**src/rtl/vrf_read_pkg.sv**
```systemverilog
// Shared field widths and the request payload for the VRF read scheduler.
package vrf_read_pkg;

    localparam int unsigned VS_W  = 5;
    localparam int unsigned SRC_W = 2;
    localparam int unsigned OFF_W = 8;
    localparam int unsigned IDX_W = 3;

    typedef struct packed {
        logic [VS_W-1:0]  vs;
        logic [SRC_W-1:0] readSource;
        logic [OFF_W-1:0] offset;
        logic [IDX_W-1:0] instructionIndex;
    } vrf_read_req_t;

endpackage

```
**src/rtl/vrf_read_rr_arb.sv**
```systemverilog
// Combinational round-robin pick: the first valid index at or after ptr wins, wrapping.
module vrf_read_rr_arb #(
    parameter int unsigned NUM_REQ = 4
) (
    input  logic [NUM_REQ-1:0]         valid,
    input  logic [$clog2(NUM_REQ)-1:0] ptr,
    output logic [NUM_REQ-1:0]         grant_c,
    output logic [$clog2(NUM_REQ)-1:0] index_c,
    output logic                       found_c
);

    localparam int unsigned PTR_W = $clog2(NUM_REQ);

    logic [PTR_W:0] sum;

    always_comb begin
        grant_c = '0;
        index_c = '0;
        found_c = 1'b0;
        sum     = '0;
        for (int unsigned k = 0; k < NUM_REQ; k++) begin
            sum = {1'b0, ptr} + (PTR_W+1)'(k);
            if (sum >= (PTR_W+1)'(NUM_REQ)) begin
                sum = sum - (PTR_W+1)'(NUM_REQ);
            end
            if (!found_c && valid[sum[PTR_W-1:0]]) begin
                grant_c[sum[PTR_W-1:0]] = 1'b1;
                index_c                 = sum[PTR_W-1:0];
                found_c                 = 1'b1;
            end
        end
    end

endmodule

```
**src/rtl/vrf_read_scheduler.sv**
```systemverilog
// Shares one VRF read port among NUM_REQ requesters with a registered one-entry request stage
// and a fixed-latency tag pipeline. Define VRF_READ_SCHED_PRIO0_EN to give requester 0 strict priority.
module vrf_read_scheduler
    import vrf_read_pkg::*;
#(
    parameter int unsigned NUM_REQ      = 4,
    parameter int unsigned DATA_WIDTH   = 32,
    parameter int unsigned READ_LATENCY = 2
) (
    input  logic                        clock,
    input  logic                        reset,
    input  logic [NUM_REQ-1:0]          req_valid,
    output logic [NUM_REQ-1:0]          req_ready,
    input  logic [VS_W*NUM_REQ-1:0]     req_vs,
    input  logic [SRC_W*NUM_REQ-1:0]    req_readSource,
    input  logic [OFF_W*NUM_REQ-1:0]    req_offset,
    input  logic [IDX_W*NUM_REQ-1:0]    req_instructionIndex,
    output logic                        vrf_valid,
    input  logic                        vrf_ready,
    output logic [VS_W-1:0]             vrf_vs,
    output logic [SRC_W-1:0]            vrf_readSource,
    output logic [OFF_W-1:0]            vrf_offset,
    output logic [IDX_W-1:0]            vrf_instructionIndex,
    input  logic [DATA_WIDTH-1:0]       vrf_rdata,
    input  logic                        kill_valid,
    input  logic [IDX_W-1:0]            kill_index,
    output logic [NUM_REQ-1:0]          resp_valid,
    output logic [DATA_WIDTH-1:0]       resp_data
);

    localparam int unsigned PTR_W = $clog2(NUM_REQ);

    localparam logic [0:0] ST_EMPTY = 1'b0;
    localparam logic [0:0] ST_FULL  = 1'b1;

    logic [0:0]         state_q;
    logic [0:0]         state_d;
    vrf_read_req_t      entry_q;
    vrf_read_req_t      sel_req;
    logic [NUM_REQ-1:0] id_q;
    logic [PTR_W-1:0]   rr_ptr;
    logic [PTR_W-1:0]   ptr_d;

    logic [NUM_REQ-1:0] arb_valid;
    logic [NUM_REQ-1:0] arb_grant;
    logic [PTR_W-1:0]   arb_index;
    logic               arb_found;
    logic [NUM_REQ-1:0] win;
    logic [PTR_W-1:0]   win_index;
    logic               win_found;

    logic fire;
    logic open;
    logic accept;
    logic kill_hit;
    logic upd_ptr;

    logic [READ_LATENCY-1:0] tag_valid;
    logic [NUM_REQ-1:0]      tag_id [READ_LATENCY];

    vrf_read_rr_arb #(
        .NUM_REQ (NUM_REQ)
    ) u_arb (
        .valid   (arb_valid),
        .ptr     (rr_ptr),
        .grant_c (arb_grant),
        .index_c (arb_index),
        .found_c (arb_found)
    );

`ifdef VRF_READ_SCHED_PRIO0_EN
    // Requester 0 bypasses the ring; the ring only ever sees requesters 1..NUM_REQ-1.
    assign arb_valid = {req_valid[NUM_REQ-1:1], 1'b0};

    always_comb begin
        win       = arb_grant;
        win_index = arb_index;
        win_found = arb_found;
        if (req_valid[0]) begin
            win       = NUM_REQ'(1);
            win_index = '0;
            win_found = 1'b1;
        end
    end

    assign upd_ptr = accept & (win_index != '0);
`else
    assign arb_valid = req_valid;
    assign win       = arb_grant;
    assign win_index = arb_index;
    assign win_found = arb_found;
    assign upd_ptr   = accept;
`endif

    assign vrf_valid = (state_q == ST_FULL);
    assign fire      = vrf_valid & vrf_ready;
    assign open      = (state_q == ST_EMPTY) | fire;
    assign accept    = win_found & open & ~reset;
    assign req_ready = accept ? win : '0;
    assign kill_hit  = kill_valid & vrf_valid & ~fire & (entry_q.instructionIndex == kill_index);

    assign ptr_d = (win_index == PTR_W'(NUM_REQ - 1)) ? '0 : win_index + PTR_W'(1);

    // Winner's payload, sliced out of the flat request buses.
    always_comb begin
        sel_req = '0;
        for (int unsigned i = 0; i < NUM_REQ; i++) begin
            if (win_index == PTR_W'(i)) begin
                sel_req.vs               = req_vs[i*VS_W +: VS_W];
                sel_req.readSource       = req_readSource[i*SRC_W +: SRC_W];
                sel_req.offset           = req_offset[i*OFF_W +: OFF_W];
                sel_req.instructionIndex = req_instructionIndex[i*IDX_W +: IDX_W];
            end
        end
    end

    // Entry next state: a new accept refills; a fire or an un-fired kill empties.
    always_comb begin
        state_d = state_q;
        if (accept) begin
            state_d = ST_FULL;
        end else if (fire || kill_hit) begin
            state_d = ST_EMPTY;
        end
    end

    always_ff @(posedge clock or posedge reset) begin
        if (reset) begin
            state_q <= ST_EMPTY;
        end else begin
            state_q <= state_d;
        end
    end

    always_ff @(posedge clock or posedge reset) begin
        if (reset) begin
            entry_q <= '0;
            id_q    <= '0;
            rr_ptr  <= '0;
        end else begin
            if (accept) begin
                entry_q <= sel_req;
                id_q    <= win;
            end
            if (upd_ptr) begin
                rr_ptr <= ptr_d;
            end
        end
    end

    assign vrf_vs               = entry_q.vs;
    assign vrf_readSource       = entry_q.readSource;
    assign vrf_offset           = entry_q.offset;
    assign vrf_instructionIndex = entry_q.instructionIndex;

    // Free-running tag shift register; the last stage lines up with vrf_rdata.
    always_ff @(posedge clock or posedge reset) begin
        if (reset) begin
            tag_valid <= '0;
            for (int unsigned i = 0; i < READ_LATENCY; i++) begin
                tag_id[i] <= '0;
            end
        end else begin
            tag_valid[0] <= fire;
            tag_id[0]    <= id_q;
            for (int unsigned i = 1; i < READ_LATENCY; i++) begin
                tag_valid[i] <= tag_valid[i-1];
                tag_id[i]    <= tag_id[i-1];
            end
        end
    end

    assign resp_valid = tag_valid[READ_LATENCY-1] ? tag_id[READ_LATENCY-1] : '0;
    assign resp_data  = vrf_rdata;

endmodule

```
**config.mk**
```make
export PLATFORM = sky130hd
export DESIGN_NAME = vrf_read_scheduler
export DESIGN_NICKNAME = d
export VERILOG_FILES = /design/src/rtl/vrf_read_pkg.sv /design/src/rtl/vrf_read_rr_arb.sv /design/src/rtl/vrf_read_scheduler.sv
export SDC_FILE = /design/constraint.sdc
export NUM_CORES = 1
export LEC_CHECK = 0
export BUFFER_PORTS_ARGS = -buffer_cell sky130_fd_sc_hd__buf_2
export CORE_MARGIN = 1.5
export CORE_UTILIZATION = 40
export DETAILED_ROUTE_END_ITERATION = 10
export PLACE_DENSITY_LB_ADDON = 0.05
export REMOVE_ABC_BUFFERS = 1
export SLEW_MARGIN = 20
export SYNTH_ARGS = -nofsm -noshare
export SYNTH_HDL_FRONTEND = slang
export SYNTH_SLANG_ARGS = --single-unit
```
**constraint.sdc**
```tcl
create_clock -name clock -period 3.43 [get_ports clock]
set_input_delay 0.1715 -clock clock [delete_from_list [all_inputs] [get_ports clock]]
set_output_delay 0.1715 -clock clock [all_outputs]
set_load 0.05 [all_outputs]
```
# Word-level counts from Yosys, hierarchy flattened
# Cells that the tools add are included.
# W data, S select, Z words.
word_totals:
  ff_bits: 35
  output_inout_bits: 59
op_classes:
  n_addsub: 8
  n_lt_le_gt_ge: 12
  n_eq_ne: 4
  mux: 41
  n_bitwise: 13
  reduce_logical: 13
ops:
  columns: ["op", "n"]
  rows:
  - ["$mux W18", 4]
  - ["$mux W4", 6]
  - ["$mux W2", 9]
  - ["$mux W1", 14]
  - ["$lt A2 B3 Y1 const B", 4]
  - ["$or A4 B4 Y4", 3]
  - ["$ge A3 B3 Y1 const B", 3]
  - ["$bmux W1 S2", 4]
  - ["$demux W1 S2", 4]
  - ["$ge A2 B1 Y1 const B", 4]
  - ["$sub A2 B1 Y2 const B", 4]
  - ["$logic_and A1 B1 Y1", 7]
  - ["$add A2 B2 Y3 const B", 2]
  - ["$and A1 B1 Y1", 6]
  - ["$eq A2 B2 Y1 const B", 2]
  - ["$add A2 B1 Y3 const B", 1]
  - ["$eq A3 B3 Y1", 1]
  - ["$ge A2 B3 Y1 const B", 1]
  - ["$logic_not A1 Y1", 3]
  - ["$not A1 Y1", 3]
  - ["$add A2 B1 Y2 const B", 1]
  - ["$eq A2 B1 Y1 const B", 1]
  - ["$logic_not A2 Y1", 1]
  - ["$reduce_bool A2 Y1", 1]
  - ["2 further kinds", 2]

# Depth between registers and ports, before layout
# Gate-level depths: netlist of run 1.
depth:
  word_depth: 19
  ltp_mapped: 17
  ltp_nobuf: 13

# By module
# From an unflattened synthesis of run 1, not the netlist that was laid out.
hier_totals:
  cells_unflattened: 267
  area_unflattened_um2: 2762.6
modules_own_cells:
  columns: ["module", "n_inst", "cells_per_inst", "area_per_inst_um2"]
  rows:
  - ["vrf_read_scheduler", 1, 222, 2341.0]
  - ["vrf_read_rr_arb", 1, 45, 421.7]

# Worst setup path before layout of run 1
# No wires, ideal clock.
synth_path:
  kind: "reg2reg"
  startpoint: "register rr_ptr[0]"
  endpoint: "register entry_q (netlist bit vrf_offset[1])"
  setup_ns: 0.125
  arrival_time_ns: 3.298
  path_slack_ns: 0.007
  path_stages_with_launch: 18
  path_buffers: 4
  synth_period_minus_slack_ns: 3.423
  path_cell_list: "dfrtp_1 > clkbuf_2 > inv_2 > ha_1 > clkbuf_8 > mux4_2 > or2_1 > a21oi_1 > o32a_1 > a41o_1 > ha_1 > clkbuf_1 > clkbuf_1 > nand3b_1 > a21oi_1 > a21oi_1 > o21ai_0 > mux2_2"
synth_between:
  elab_chain_len: 19
  elab_cells_between_ends: 47
  classes_between: "7 x add/sub; 4 x order compare; 3 x eq/ne; 24 x mux; 2 x bitwise; 7 x reduce/logical"
synth_lines:
  columns: ["item", "line_no", "source"]
  rows:
  - ["from (decl)", "vrf_read_scheduler.sv:41", "logic [PTR_W-1:0] rr_ptr;"]
  - ["from (signal assigned)", "vrf_read_scheduler.sv:146", "rr_ptr <= ptr_d;"]
  - ["parallel branches: the longest is 19 deep, another holds $add A2 B1 Y3", null, null]
  - ["to (signal assigned)", "vrf_read_scheduler.sv:142", "entry_q <= sel_req;"]
  - ["to (decl)", "vrf_read_scheduler.sv:38", "vrf_read_req_t entry_q;"]
# Parallel ways; which one is timed is not known. The select of a mux whose other input is x is not followed.
# A chain may end at the register's enable or synchronous reset.

# Worst setup path after layout of run 1
layout_path:
  startpoint: "register rr_ptr[0]"
  endpoint: "register entry_q (netlist bit vrf_offset[5])"
# Same word-level chain as after synthesis.

==> impl_metrics.csv, run 1 <==
group,metric,value,unit
synthesis,syn_inst,325,
setup_path,crit_slowest_cell,"ha_2",
layout,final_core_util,47.3,%
layout,area_growth,15.3,%
timing,maxSlewViolCount,0,
outcome,outcome,"complete, no violations",
flow_run,cap_violations,0,
synthesis,ys_seq_area_share,29.8,%
layout,drive_gt1_share,42.1,%
timing,skew,0.00700,ns
routing,dr.pass1.iters,4,
setup_path,crit_type,"flip-flop to flip-flop",
clock_tree,cts_made_buffers,5,
routing,vias_per_cell,5.18,
setup_path,required,3.60,ns
timing,relSlewSlack,55.8,%
layout,fin_nets,525,
timing,period_minus_slack,3.13,ns
synthesis,yosys_most_used_dff,"dfrtp_1",
synthesis,synth_cell_types,42,
timing,hold_violations,0,
grt,grt_max_degree,37,
grt,grt_overflow,0,
setup_path,worstRegToRegCells,14,
routing,wire_per_inst,17.2,um
synthesis,yosys.area.top_type,"dfrtp_1",
timing,worstMarginPinSlew,0.663,ns
clock_tree,path_clk_slew,0.08,ns
routing,wl,8590,um
setup_path,cpPeakStageDelay,0.42,ns
layout,antenna-diode-count,0,
placed_design,dp_hpwl,6740,um
synthesis,syn_area,0.00294,mm2
clock_tree,cts-root-buf,"clkbuf_8",
floorplanning,start_util,41.0,%
setup_path,critical_path.endpoint_type,"flip-flop",
setup_path,cp.arrival,3.30,ns
synthesis,synth_area_leaders,"dfrtp_1 30%, mux2_2 8.8%, buf_4 8.7%",
synthesis,synth_top_cells_by_count,"46 x nand2_1, 38 x a21oi_1, 35 x dfrtp_1",
grt,antenna_found_initial,0,
setup_path,regToRegSetupSlack,0.30,ns
timing,rsz0062_at_grt,"false",
setup_path,r2r_start,"rr_ptr[0]",
timing,finalSetupTns,0,ns
routing,first_iter_violations,134,
placed_design,placed_cells,487,
setup_path,path_common_cell,"a21oi_1",
synthesis,synth-edff-count,0,
clock_tree,clock_tree.buffer_depth,2,
synthesis,ys_async_sr_fraction,100,%
pwr,ir_drop,0.504,mV
timing,post-route-period-util,91.2,%
setup_path,r2r_end,"vrf_offset[5]",
synthesis,synth.avg_cell_area,9.05,um2
pwr,cellLeakagePower,1.63,nW
placed_design,io_buffers,109,
pwr,total_power,3.77,mW
setup_path,startpoint,"rr_ptr[0]",
hold_path,min_path_cells,2,
layout,fill_cells,722,
routing,vias,2581,
grt,grt_pass1_vias,2297,
setup_path,path_max_fanout,36,
floorplanning,fp.dieH,88.8,um
setup_path,cp_cell_sequence,"inv_2 > ha_2 > mux4_2 > or2_1 > a21oi_1 > o32a_1 > a41o_1 > ha_1 > buf_12 > nand3b_1 > a21oi_1 > a21oi_1 > o21ai_0 > mux2_2",
routing,drtAntennaViolNets,0,
timing,setup_viol,0,
grt,grt_use_total,21.9,%
synthesis,ys_ff_latch,35,
floorplanning,io_pins,174,
floorplanning,dieArea,0.00788,mm2
hold_path,worstHoldEndpoint,"tag_valid[0]",
synthesis,synth_warnings,0,
layout,instances_no_fill,498,
setup_path,startpoint_type,"flip-flop",
synthesis,yosysMostFrequentCell,"nand2_1",
hold_path,hold_start,"vrf_ready",
pwr,p_per_area,1110,mW/mm2
floorplanning,core,0.00718,mm2
clock_tree,clock-sinks,35,
clock_tree,insertion_delay,0.29,ns
timing,hold_slack,0.120,ns
grt,grt_pass1_wl,12500,um
synthesis,synth_top_area_share,29.8,%
hold_path,min_path_type,"primary input to flip-flop",
timing,fmax,320,MHz
placed_design,gp_congestion,0.820,
routing,drc,0,
floorplanning,die_w,88.8,um
clock_tree,cts_max_level,2,
floorplanning,rows,31,
clock_tree,cts_tree,"yes",
==> stage by stage <==
stage / instance area [um2] / setup slack, ns
floorplan: 2500 / -0.474
global placement: 3280 / 0.334
detailed placement: 3280 / 0.237
CTS: 3370 / 0.226
global route: 3390 / 0.0155
finish: 3390 / 0.302
==> sequential cells by signal, indices dropped and copies added, names as in the netlist <==
| signal | count |
|---|---|
| id_q | 4 |
| rr_ptr | 2 |
| tag_id | 8 |
| tag_valid | 2 |
| vrf_instructionIndex | 3 |
| vrf_offset | 8 |
| vrf_readSource | 2 |
| vrf_valid | 1 |
| vrf_vs | 5 |
==> worst max-delay path, delay by kind of cell, from the launching register on <==
family	cells	cell delay, ns
simple gates	2	0.39
flops	1	0.38
mux	2	0.61
fa+ha+maj	2	0.62
buf+inv	2	0.23
compound gates	6	0.77
==> worst max path at each step <==
| stage | slack, ns | endpoint | cells after the start |
|---|---|---|---|
| after floorplan | -0.47 | vrf_vs[3] | 13 |
| after global placement | 0.33 | vrf_offset[5] | 14 |
| after detailed placement | 0.24 | vrf_offset[5] | 13 |
| after CTS | 0.23 | vrf_offset[5] | 13 |
| after global routing | 0.02 | vrf_vs[0] | 14 |
| final | 0.30 | vrf_offset[5] | 14 |
==> cell families after synthesis <==
group,after synthesis,synth area share [%]
compound gates,84,17.8
xor+xnor,3,0.893
fa+ha+maj,12,5.10
buf+inv,66,15.9
flops,35,29.8
mux,36,15.1
simple gates,89,15.5
==> area by class of cell <==
| cell class | instances | area [um2] | area share (%) |
|---|---|---|---|
| Clock inverter | 3 | 15.0 | 0.443 |
| Tap cell | 99 | 124 | 3.65 |
| Multi-Input combinational cell | 224 | 1600 | 47.2 |
| Sequential cell | 35 | 876 | 25.8 |
| Inverter | 8 | 30.0 | 0.885 |
| Clock buffer | 5 | 68.8 | 2.03 |
| Timing Repair Buffer | 124 | 677 | 20.0 |
==> routing by layer <==
| metal | track usage, % | vias to the layer above | routed length (um) |
|---|---|---|---|
| met1 | 27.5 | 1181 | 3670 |
| met5 | 5.84 | - | 65 |
| li1 | - | 1251 | - |
| met2 | 32.3 | 135 | 3660 |
| met3 | 12.7 | 12 | 1120 |
| met4 | 3.84 | 2 | 76 |
==> report_power, final <==
group          internal [mW]  total [mW]  switching [mW]  leakage, nW
clock                  0.139       0.290           0.151       0.0477
combinational           1.13        2.80            1.67         1.15
sequential             0.602       0.681          0.0789        0.437
total                   1.87        3.77            1.90         1.63
==> cell usage in the layout (no fill, tap or decap), drive strengths merged <==
cell         instances
nor3b                1
xnor2                3
a31o                 4
a211o                1
inv                  8
dfrtp               35
o31ai                1
dlygate4sd3          1
a41oi                1
nor2                 8
a22o                 1
buf                123
nor2b                4
clkinv               3
nand2               46
or2                  1
mux2i               10
ha                  12
nand3b              18
a41o                 1
a2111oi              1
o21ai               18
a21oi               38
o32a                 1
nand2b               4
a221oi               6
o32ai                1
and2b                1
and2                 5
nand4                1
o22ai                5
mux2                23
a2bb2oi              5
mux4                 3
clkbuf               5
==> what timing repair did <==
| item | in CTS | in global routing |
|---|---|---|
| hold buffers | 1 | 0 |
| setup endpoints to repair | 0 | 10 |
| setup buffers | 0 | 2 |
| resized for setup | 0 | 2 |
| endpoints found under the hold margin | 1 | 0 |
No activity file was read; power rests on OpenSTA's default activity.
==> inputs of run 2 (changes only) <==
--- a/config.mk
+++ b/config.mk
@@ -10,6 +10,7 @@
 export CORE_UTILIZATION = 40
 export DETAILED_ROUTE_END_ITERATION = 10
 export PLACE_DENSITY_LB_ADDON = 0.05
+export RECOVER_POWER = 50
 export REMOVE_ABC_BUFFERS = 1
 export SLEW_MARGIN = 20
 export SYNTH_ARGS = -nofsm -noshare
==> run 2 against run 1 <==
  * The run now ends with capacitance limit, slew limit left
  * Register-to-register slack about the same
  * Design area down 0.15%
  * Worst hold slack about the same
==> impl_metrics.csv, run 2 (synthesis results as in run 1) <==
group,metric,value,unit
outcome,outcome,"finished, violations left",
outcome,violations,"capacitance limit, slew limit",
timing,period_minus_slack,3.13,ns
setup_path,path_buf_inv,2,
setup_path,r2r_start,"rr_ptr[0]",
setup_path,path_max_fanout,36,
routing,maxUsedRoutingLayer,"met5",
grt,grt_max_degree,37,
setup_path,crit_slowest_cell,"ha_2",
routing,drc,0,
timing,relSlewSlack,-21.6,%
pwr,cellLeakagePower,1.63,nW
clock_tree,insertion_delay,0.29,ns
floorplanning,io_pins,174,
pwr,clkPwrFrac,7.7,%
pwr,ir_drop,0.504,mV
routing,dr.pass1.iters,4,
timing,worstMarginPinSlew,1.82,ns
clock_tree,cts-root-buf,"clkbuf_8",
timing,maxSlewViolCount,35,
layout,final_common_cell,"buf_2",
grt,grt_pass1_wl,12500,um
layout,fin_area,0.00339,mm2
floorplanning,rows,31,
pwr,power_frac_comb,74.2,%
layout,final_cell_mix,"108 x buf_2, 46 x nand2_1, 38 x a21oi_1",
setup_path,path_common_cell,"a21oi_1",
layout,multiInputGateArea,0.00160,mm2
setup_path,cp_top_family,"compound AO/OA/AOI/OAI gates",
pwr,netSwitchingPower,1.90,mW
setup_path,cpPeakStageDelay,0.42,ns
setup_path,critical_path.endpoint_type,"flip-flop",
setup_path,cp_cell_sequence,"inv_2 > ha_2 > mux4_2 > or2_1 > a21oi_1 > o32a_1 > a41o_1 > ha_1 > buf_12 > nand3b_1 > a21oi_1 > a21oi_1 > o21ai_0 > mux2_2",
grt,grt_pass1_vias,2297,
layout,regArea,876,um2
grt,antenna_found_initial,0,
clock_tree,clock-sinks,35,
grt,grt_use_total,21.9,%
timing,hold_violations,0,
setup_path,required,3.60,ns
hold_path,min_path_type,"primary input to flip-flop",
routing,wire_per_inst,17.3,um
timing,worst_slack,0.303,ns
clock_tree,cts_tree,"yes",
floorplanning,core,0.00718,mm2
placed_design,placed_cells,487,
flow_run,cap_violations,1,
placed_design,gp_congestion,0.820,
timing,post-route-period-util,91.2,%
layout,area_growth,15.1,%
floorplanning,die_w,88.8,um
routing,wl,8590,um
pwr,intPower,1.87,mW
setup_path,cp.arrival,3.30,ns
grt,grt_overflow,0,
routing,wl_met2,3660,um
floorplanning,dieArea,0.00788,mm2
clock_tree,path_clk_slew,0.08,ns
placed_design,placed_area,0.00328,mm2
routing,vias,2575,
floorplanning,start_util,41.0,%
routing,wl_met1,3680,um
layout,fin_nets,525,
layout,drive_gt1_share,41.6,%
placed_design,io_buffers,109,
timing,fmax,320,MHz
setup_path,startpoint,"rr_ptr[0]",
hold_path,hold_start,"vrf_ready",
routing,drtAntennaViolNets,0,
routing,vias_per_cell,5.17,
timing,rsz0062_at_grt,"false",
pwr,pwr-share-seq,18.1,%
pwr,p_sw_share,50.3,%
setup_path,startpoint_type,"flip-flop",
clock_tree,cts_made_buffers,5,
placed_design,dp_hpwl,6740,um
routing,wl_met3,1120,um
timing,skew,0.00701,ns
clock_tree,clock_tree.buffer_depth,2,
layout,instances_no_fill,498,
setup_path,crit_type,"flip-flop to flip-flop",
routing,first_iter_violations,134,
floorplanning,fp.dieH,88.8,um
layout,antenna-diode-count,0,
placed_design,dp_slack,0.237,ns
layout,fill_cells,723,
timing,setup_viol,0,
pwr,p_per_area,1110,mW/mm2
clock_tree,cts_max_level,2,
==> run 2: changes by cell type in the layout (fill, tap and decap cells not counted), sizes merged <==
| cell | delta |
|---|---|
| buf | -2 |
| clkbuf | +2 |
==> run 2: timing repair <==
item | 4_1_cts | 5_1_grt
hold buffers | 1 | 0
hold endpoints to repair | 1 | 0
setup endpoints to repair | 0 | 10
setup buffers | 0 | 2
resized for setup | 0 | 2
==> run 2: power by group through the flow <==
stage | Combinational (mW) | Clock, mW | Sequential (mW)
2_1_floorplan | 1.71 | 0 | 1.06
3_3_place_gp | 2.78 | 0 | 0.687
3_5_place_dp | 2.80 | 0 | 0.690
4_1_cts | 2.81 | 0.305 | 0.682
5_1_grt | 3.12 | 0.320 | 0.705
6_report | 2.80 | 0.290 | 0.681
==> run 2: worst paths after layout <==
path | end | slack [ns] | cells past startpoint
setup / recovery | vrf_offset[5] | 0.30 | 14
hold / removal | tag_valid[0] | 0.12 | 2
min in group asynchronous | vrf_instructionIndex[1] | 0.29 | 3
hold reg to reg | tag_id[0] | 0.35 | 0
setup reg to reg | vrf_offset[5] | 0.30 | 14
max in group asynchronous | id_q[3] | 1.23 | 4
==> run 2: cell type report <==
type / instances / share of cell area, %
inverters: 8 / 0.887
repair buffers: 124 / 19.8
clock inverters: 3 / 0.443
clock buffers: 5 / 2.03
well taps: 99 / 3.66
flip-flops and latches: 35 / 25.9
multi-input cells: 224 / 47.3
==> run 2: metrics by stage <==
stage | utilization, % | hold slack, ns | setup TNS (ns) | total power, mW
floorplan | - | 0.306 | -8.70 | 2.77
global placement | 45.7 | 0.0457 | 0 | 3.46
detailed placement | 45.7 | 0.0480 | 0 | 3.49
finish | 47.2 | 0.120 | 0 | 3.77
CTS | 47.0 | 0.113 | 0 | 3.80
global route | 47.2 | 0.107 | 0 | 4.15
==> run 2: metal layers <==
| layer | GRT usage [%] | vias up |
|---|---|---|
| met1 | 27.5 | 1174 |
| met4 | 3.84 | 2 |
| met3 | 12.7 | 12 |
| met5 | 5.84 | - |
| met2 | 32.3 | 135 |
| li1 | - | 1252 |
